`src/rtl/pe_loader_pkg.sv`:
```
// Shared types and constants for the PE program loader.
package pe_loader_pkg;

  typedef enum logic [1:0] {
    IDLE = 2'd0,
    LOAD = 2'd1,
    RUN  = 2'd2,
    DONE = 2'd3
  } state_e;

  localparam int INSTR_W         = 32;
  localparam int BYTES_PER_INSTR = 4;

endpackage

```
`src/rtl/pe_program_loader_if.sv`:
```
// Instruction stream valid/ready handshake between a producer and the loader.
interface pe_program_loader_if;
  import pe_loader_pkg::*;

  logic               s_valid;
  logic               s_ready;
  logic [INSTR_W-1:0] s_data;
  logic               s_last;

  modport master (output s_valid, output s_data, output s_last, input s_ready);
  modport slave  (input s_valid, input s_data, input s_last, output s_ready);

endinterface

```
`src/rtl/pe_program_loader.sv`:
```
// Streams a program into instruction memory with the PE held in reset, then
// releases the PE and watches its PC for normal completion or a cycle limit.
module pe_program_loader
  import pe_loader_pkg::*;
#(
  parameter int IMEM_DEPTH = 1024,
  parameter int ADDR_W     = 10,
  parameter int CNT_W      = 32
) (
  input  logic                clk,
  input  logic                rst,
  input  logic                start,
  pe_program_loader_if.slave  s_if,
  output logic                imem_we,
  output logic [ADDR_W-1:0]   imem_addr,
  output logic [INSTR_W-1:0]  imem_wdata,
  output logic                pe_rst,
  input  logic [INSTR_W-1:0]  pe_pc,
  input  logic [CNT_W-1:0]    max_cycles,
  output logic                busy,
  output logic                done,
  output logic                timeout,
  output logic                err_overflow,
  output logic [ADDR_W:0]     word_count,
  output logic [CNT_W-1:0]    cycle_count
);

  localparam logic [ADDR_W:0] DEPTH_W = (ADDR_W+1)'(IMEM_DEPTH);

  function automatic logic [CNT_W-1:0] sat_inc(input logic [CNT_W-1:0] v);
    return (v == '1) ? v : v + CNT_W'(1);
  endfunction

  state_e               state_q, state_d;
  logic [ADDR_W:0]      word_count_q, word_count_d;
  logic [CNT_W-1:0]     cycle_count_q, cycle_count_d;
  logic [CNT_W-1:0]     max_q, max_d;
  logic                 imem_we_q, imem_we_d;
  logic [ADDR_W-1:0]    imem_addr_q, imem_addr_d;
  logic [INSTR_W-1:0]   imem_wdata_q, imem_wdata_d;
  logic                 pe_rst_q, pe_rst_d;
  logic                 busy_q, busy_d;
  logic                 done_q, done_d;
  logic                 timeout_q, timeout_d;
  logic                 err_overflow_q, err_overflow_d;

  logic                 start_ok, xfer, overflow, pc_hit, limit_hit;
  logic [INSTR_W-1:0]   end_addr;

  assign s_if.s_ready = (state_q == LOAD) && (word_count_q < DEPTH_W);
  assign xfer         = s_if.s_valid && s_if.s_ready;
  assign overflow     = (state_q == LOAD) && s_if.s_valid && (word_count_q == DEPTH_W);
  assign start_ok     = start && ((state_q == IDLE) || (state_q == DONE));
  assign end_addr     = INSTR_W'(word_count_q) * INSTR_W'(BYTES_PER_INSTR);

  // A zero cycle count marks the first RUN cycle, where the PC is still settling.
  assign pc_hit    = (state_q == RUN) && (cycle_count_q != '0) && (pe_pc == end_addr);
  assign limit_hit = (state_q == RUN) && (max_q != '0) &&
                     (({1'b0, cycle_count_q} + (CNT_W+1)'(1)) == {1'b0, max_q});

  always_ff @(posedge clk) begin
    if (rst) begin
      state_q        <= IDLE;
      word_count_q   <= '0;
      cycle_count_q  <= '0;
      max_q          <= '0;
      imem_we_q      <= 1'b0;
      imem_addr_q    <= '0;
      imem_wdata_q   <= '0;
      pe_rst_q       <= 1'b1;
      busy_q         <= 1'b0;
      done_q         <= 1'b0;
      timeout_q      <= 1'b0;
      err_overflow_q <= 1'b0;
    end else begin
      state_q        <= state_d;
      word_count_q   <= word_count_d;
      cycle_count_q  <= cycle_count_d;
      max_q          <= max_d;
      imem_we_q      <= imem_we_d;
      imem_addr_q    <= imem_addr_d;
      imem_wdata_q   <= imem_wdata_d;
      pe_rst_q       <= pe_rst_d;
      busy_q         <= busy_d;
      done_q         <= done_d;
      timeout_q      <= timeout_d;
      err_overflow_q <= err_overflow_d;
    end
  end

  always_comb begin
    state_d = state_q;
    case (state_q)
      IDLE, DONE: if (start) state_d = LOAD;
      LOAD: begin
        if (xfer && s_if.s_last) state_d = RUN;
        else if (overflow)       state_d = DONE;
      end
      RUN:     if (pc_hit || limit_hit) state_d = DONE;
      default: state_d = IDLE;
    endcase
  end

  always_comb begin
    word_count_d   = word_count_q;
    cycle_count_d  = cycle_count_q;
    max_d          = max_q;
    imem_we_d      = xfer;
    imem_addr_d    = imem_addr_q;
    imem_wdata_d   = imem_wdata_q;
    done_d         = done_q;
    timeout_d      = timeout_q;
    err_overflow_d = err_overflow_q;

    if (start_ok) begin
      word_count_d   = '0;
      cycle_count_d  = '0;
      done_d         = 1'b0;
      timeout_d      = 1'b0;
      err_overflow_d = 1'b0;
      max_d          = max_cycles;
    end
    if (xfer) begin
      imem_addr_d  = word_count_q[ADDR_W-1:0];
      imem_wdata_d = s_if.s_data;
      word_count_d = word_count_q + (ADDR_W+1)'(1);
    end
    if (overflow) err_overflow_d = 1'b1;
    if (state_q == RUN) begin
      cycle_count_d = sat_inc(cycle_count_q);
      // Normal completion takes priority over the cycle limit.
      if (pc_hit)         done_d    = 1'b1;
      else if (limit_hit) timeout_d = 1'b1;
    end

    pe_rst_d = (state_d != RUN);
    busy_d   = (state_d == LOAD) || (state_d == RUN);
  end

  assign imem_we      = imem_we_q;
  assign imem_addr    = imem_addr_q;
  assign imem_wdata   = imem_wdata_q;
  assign pe_rst       = pe_rst_q;
  assign busy         = busy_q;
  assign done         = done_q;
  assign timeout      = timeout_q;
  assign err_overflow = err_overflow_q;
  assign word_count   = word_count_q;
  assign cycle_count  = cycle_count_q;

endmodule

```
`src/flat_wrapper.sv`:
```
// flat-port wrapper written by rule: the top's interface ports become plain ports
module pe_program_loader_flat import pe_loader_pkg::*;
#(
  parameter int IMEM_DEPTH = 1024,
  parameter int ADDR_W     = 10,
  parameter int CNT_W      = 32
)
  (clk, rst, start, imem_we, imem_addr, imem_wdata, pe_rst, pe_pc, max_cycles, busy, done, timeout, err_overflow, word_count, cycle_count, s_if_s_valid, s_if_s_data, s_if_s_last, s_if_s_ready);
  pe_program_loader_if s_if_i ();
  input  logic clk;
  input  logic rst;
  input  logic start;
  output logic imem_we;
  output logic [ADDR_W-1:0] imem_addr;
  output logic [INSTR_W-1:0] imem_wdata;
  output logic pe_rst;
  input  logic [INSTR_W-1:0] pe_pc;
  input  logic [CNT_W-1:0] max_cycles;
  output logic busy;
  output logic done;
  output logic timeout;
  output logic err_overflow;
  output logic [ADDR_W:0] word_count;
  output logic [CNT_W-1:0] cycle_count;
  input wire logic [$bits(s_if_i.s_valid)-1:0] s_if_s_valid;
  input wire logic [$bits(s_if_i.s_data)-1:0] s_if_s_data;
  input wire logic [$bits(s_if_i.s_last)-1:0] s_if_s_last;
  output wire logic [$bits(s_if_i.s_ready)-1:0] s_if_s_ready;
  assign s_if_i.s_valid = s_if_s_valid;
  assign s_if_i.s_data = s_if_s_data;
  assign s_if_i.s_last = s_if_s_last;
  assign s_if_s_ready = s_if_i.s_ready;
  pe_program_loader #(.IMEM_DEPTH(IMEM_DEPTH), .ADDR_W(ADDR_W), .CNT_W(CNT_W)) u_core (.clk(clk), .rst(rst), .start(start), .s_if(s_if_i), .imem_we(imem_we), .imem_addr(imem_addr), .imem_wdata(imem_wdata), .pe_rst(pe_rst), .pe_pc(pe_pc), .max_cycles(max_cycles), .busy(busy), .done(done), .timeout(timeout), .err_overflow(err_overflow), .word_count(word_count), .cycle_count(cycle_count));
endmodule
```
`config.mk`:
```
export PLATFORM = sky130hd
export DESIGN_NAME = pe_program_loader_flat
export DESIGN_NICKNAME = d
export VERILOG_FILES = /design/src/rtl/pe_loader_pkg.sv /design/src/rtl/pe_program_loader_if.sv /design/src/rtl/pe_program_loader.sv /design/src/flat_wrapper.sv
export SDC_FILE = /design/constraint.sdc
export NUM_CORES = 1
export LEC_CHECK = 0
export ABC_CLOCK_PERIOD_IN_PS = 3650
export CORE_MARGIN = 2
export CORE_UTILIZATION = 45
export CTS_CLUSTER_DIAMETER = 50
export CTS_CLUSTER_SIZE = 12
export DETAILED_ROUTE_END_ITERATION = 12
export GPL_ROUTABILITY_DRIVEN = 0
export PLACE_DENSITY = 0.76
export SETUP_SLACK_MARGIN = 0.5
export SYNTH_ARGS = -nofsm -noshare
export SYNTH_HDL_FRONTEND = slang
export SYNTH_SLANG_ARGS = --single-unit
export TNS_END_PERCENT = 30
```
`constraint.sdc`:
```
create_clock -name clk -period 3.65 [get_ports clk]
set_clock_uncertainty 0.1 [all_clocks]
set_input_delay 0.73 -clock clk [delete_from_list [all_inputs] [get_ports clk]]
set_output_delay 0.73 -clock clk [all_outputs]
set_load 0.1 [all_outputs]
```
==> out/qor.yml <==
global_routing:
  grt_use_met2_pct: 42.0
  antenna_found_initial: 0
  grt_use_total_pct: 26.7
  grt_max_degree: 64
  grt_pass1_wl_mm: 34.4
  busiest_layer: "met2"
  grt_pass1_vias: 6674
  met3_usage_pct: 9.45
  grt_overflow: 0
  met1_usage_pct: 33.8
job:
  drv_cap: 0
power_and_ir_drop:
  p_seq_share_pct: 37.0
  power_frac_comb_pct: 17.7
  power.density_nw_per_um2: 408
  peakVddDrop_v: 0.000464
  switching_share_pct: 28.7
  p_leak_nw: 3.50
  internal_power_mw: 2.80
  clkPwrFrac_pct: 45.3
  p_switching_mw: 1.13
logic_synthesis:
  yosys_warnings: 0
  synth_seq_area_share_pct: 37.1
  syn_inst: 905
  async_reset_ff_share_pct: 0
  ys_ff_latch: 125
  ys.flop_type: "dfxtp_1"
  syn_avg_cell_area_um2: 7.46
  synth_edf_count: 0
  synth_area_um2: 6750
  syn-num-nets: 1013
  synthDistinctLibCells: 63
critical_path:
  r2r_end: "u_core.busy"
  startpoint_type: "flop"
  r2r_setup_slack_ns: 0.52
  cp.required_ns: 3.84
  worst-r2r-cell-count: 10
  critical_path.cell_chain: "nand4_4 -> buf_4 -> or4_4 -> or3_1 -> o41a_1 -> a22o_1 -> nor4_4 -> o21ai_1 -> ha_1 -> nor2_1"
  critPathBufInv: 1
  crit_type: "reg2reg"
  reg2reg_from: "u_core.cycle_count[8]"
  cp-startpoint: "u_core.cycle_count[8]"
  cp.arrival_ns: 3.31
  critPathMaxStageDelay_ns: 0.46
  cp_max_fo: 8
  cp_slowest_cell: "or4_4"
  path_depth: 10
  crit_end: "u_core.busy"
  end_kind: "flop"
  cpLargestDelayFamily: "simple AND/OR/NAND/NOR gates"
layout:
  finalInstanceArea_um2: 9620
  n_antenna_cell: 0
  final_layout_size_suffix_gt1_share_pct: 13.5
  layout_commonest_cell: "nand2_1"
  synthToLayoutAreaGrowth_pct: 42.5
  final_cell_mix: "187 x nand2_1, 163 x clkdlybuf4s50_1, 117 x a21oi_1"
  final_nets: 1186
  nFillCells: 1239
sta:
  finalSetupTns_ns: 0
  hold_viol_final: 0
  hold_slack_ns: 0.351
  drv_slew: 0
  tightest_slew_ns: 1.02
  rsz0062_at_grt: "false"
  layout_setup_ws_ns: 0.523
  post-route-period-util_pct: 85.7
  fin_crit_ns: 3.13
  slew_headroom_pct: 31.9
  setup_viol: 0
  max_freq_mhz: 320
clock_tree:
  cts_tree: "built"
  cts_root_buffer: "clkbuf_16"
  cts_sinks: 125
  holdBufCountCts: 0
  clock_latency_ns: 0.42
  path_clk_slew_ns: 0.06
  clk_path_buf_depth: 2
  cts-htree-levels: 4
  cts_buffers: 17
place:
  place_hpwl_mm: 16.0
  place_ws_ns: 0.362
  io_buffers: 192
  dpl-instance-area_um2: 8760
detailed_routing:
  via_per_inst: 5.76
  drc_errors: 0
  drt-initial-drc-count: 701
  drt_wl_total_mm: 22.5
  ant_nets: 0
  first_pass_iters: 7
  wl_per_cell_um: 17.7
  vias: 7339
floorplanning:
  rows: 44
  placeableCoreArea_um2: 14600
  chipWidth_um: 126
  die_y_um: 126
  io_pins: 193
  die_area_um2: 16000
  initial_utilization_pct: 46.3
worst_hold_path:
  hold_class: "reg2reg"
run_status:
  status: "complete, no violations"
final cells by class:
| class | instances | area (um^2) | share of cell area (%) |
|---|---|---|---|
| clock buffers | 20 | 468 | 4.87 |
| multi-input cells | 695 | 4020 | 41.8 |
| clock inverters | 11 | 154 | 1.60 |
| flip-flops and latches | 125 | 2590 | 26.9 |
| inverters | 14 | 52.6 | 0.546 |
| well taps | 184 | 230 | 2.39 |
| repair buffers | 225 | 2110 | 21.9 |
synthesized netlist by cell type (6+ instances only):
cell type	n	area share (%)
nand2_1	187	10
dfxtp_1	125	37
a21oi_1	117	8.7
nor2_1	69	3.8
clkbuf_1	50	2.8
o21ai_0	38	2.8
xnor2_1	38	4.9
nor4_1	29	2.7
nand3_1	24	1.8
nand4_1	24	2.2
xor2_1	20	2.6
buf_2	19	1.4
inv_1	14	0.78
or3_1	14	1.3
and3_1	13	1.2
nor3_1	11	0.82
and4_1	9	1.2
a31oi_1	8	0.74
ha_1	7	1.3
a211oi_1	6	0.67
or4_1	6	0.67
through the flow:
step	power, mW	cells	utilization [%]
floorplan	1.91	905	-
global placement	2.15	1222	60.0
detailed placement	2.16	1222	60.0
CTS	3.94	1253	64.5
global route	4.06	1274	65.9
finish	3.93	1274	65.9
state kept, by name, indices dropped and copies added, names as in the netlist:
register and cells:
u_core.cycle_count 32, u_core.imem_wdata 32, u_core.max_q 32, u_core.word_count 11, u_core.imem_addr 10, u_core.state_q 2, u_core.busy 1, u_core.done 1
u_core.err_overflow 1, u_core.imem_we 1, u_core.pe_rst 1, u_core.timeout 1
worst min-delay path by stage:
stage	cells past startpoint	end	slack, ns	start
after global routing	2	u_core.imem_wdata[23]	0.37	u_core.imem_wdata[23]
after global placement	2	u_core.imem_wdata[5]	0.34	u_core.imem_wdata[5]
final	2	u_core.imem_wdata[28]	0.35	u_core.imem_wdata[28]
after floorplan	2	u_core.max_q[23]	0.35	u_core.max_q[23]
after detailed placement	2	u_core.imem_wdata[30]	0.35	u_core.imem_wdata[30]
after CTS	2	u_core.imem_wdata[19]	0.35	u_core.imem_wdata[19]
worst reg2reg max path, stage by stage, from the launching register on:
cell,delay [ns]
dfxtp_4,0.41
nand4_4,0.21
buf_4,0.21
or4_4,0.46
or3_1,0.40
o41a_1,0.13
a22o_1,0.28
nor4_4,0.34
o21ai_1,0.12
ha_1,0.28
nor2_1,0.04
per-layer routing:
layer | wire length, um | up-vias
li1 | - | 3530
met1 | 9260 | 3340
met2 | 10100 | 403
met3 | 2470 | 66
met4 | 686 | 0
met5 | 0 | -
power groups by stage:
stage	combinational, mW	clock (mW)	sequential, mW
after floorplan	0.278	0	1.63
after global placement	0.672	0	1.48
after detailed placement	0.676	0	1.48
after CTS	0.685	1.80	1.45
after global routing	0.743	1.86	1.46
final	0.695	1.78	1.45
repair_timing:
action / CTS / global route
gates cloned: 0 / 1
gates resized for setup: 4 / 11
endpoints found under the setup margin: 1 / 2
buffers inserted: 0 / 20
pin swaps: 1 / 10
logic make-up after synthesis:
| kind of cell | share of synthesized area (%) |
|---|---|
| and+or+nand+nor | 31.0 |
| AOI/OAI and AO/OA | 17.6 |
| DFF | 37.1 |
| buffers and inverters | 5.21 |
| xor gates and xnor gates | 7.77 |
| adders and majority gates | 1.30 |
No activity file was read; power rests on OpenSTA's default activity.
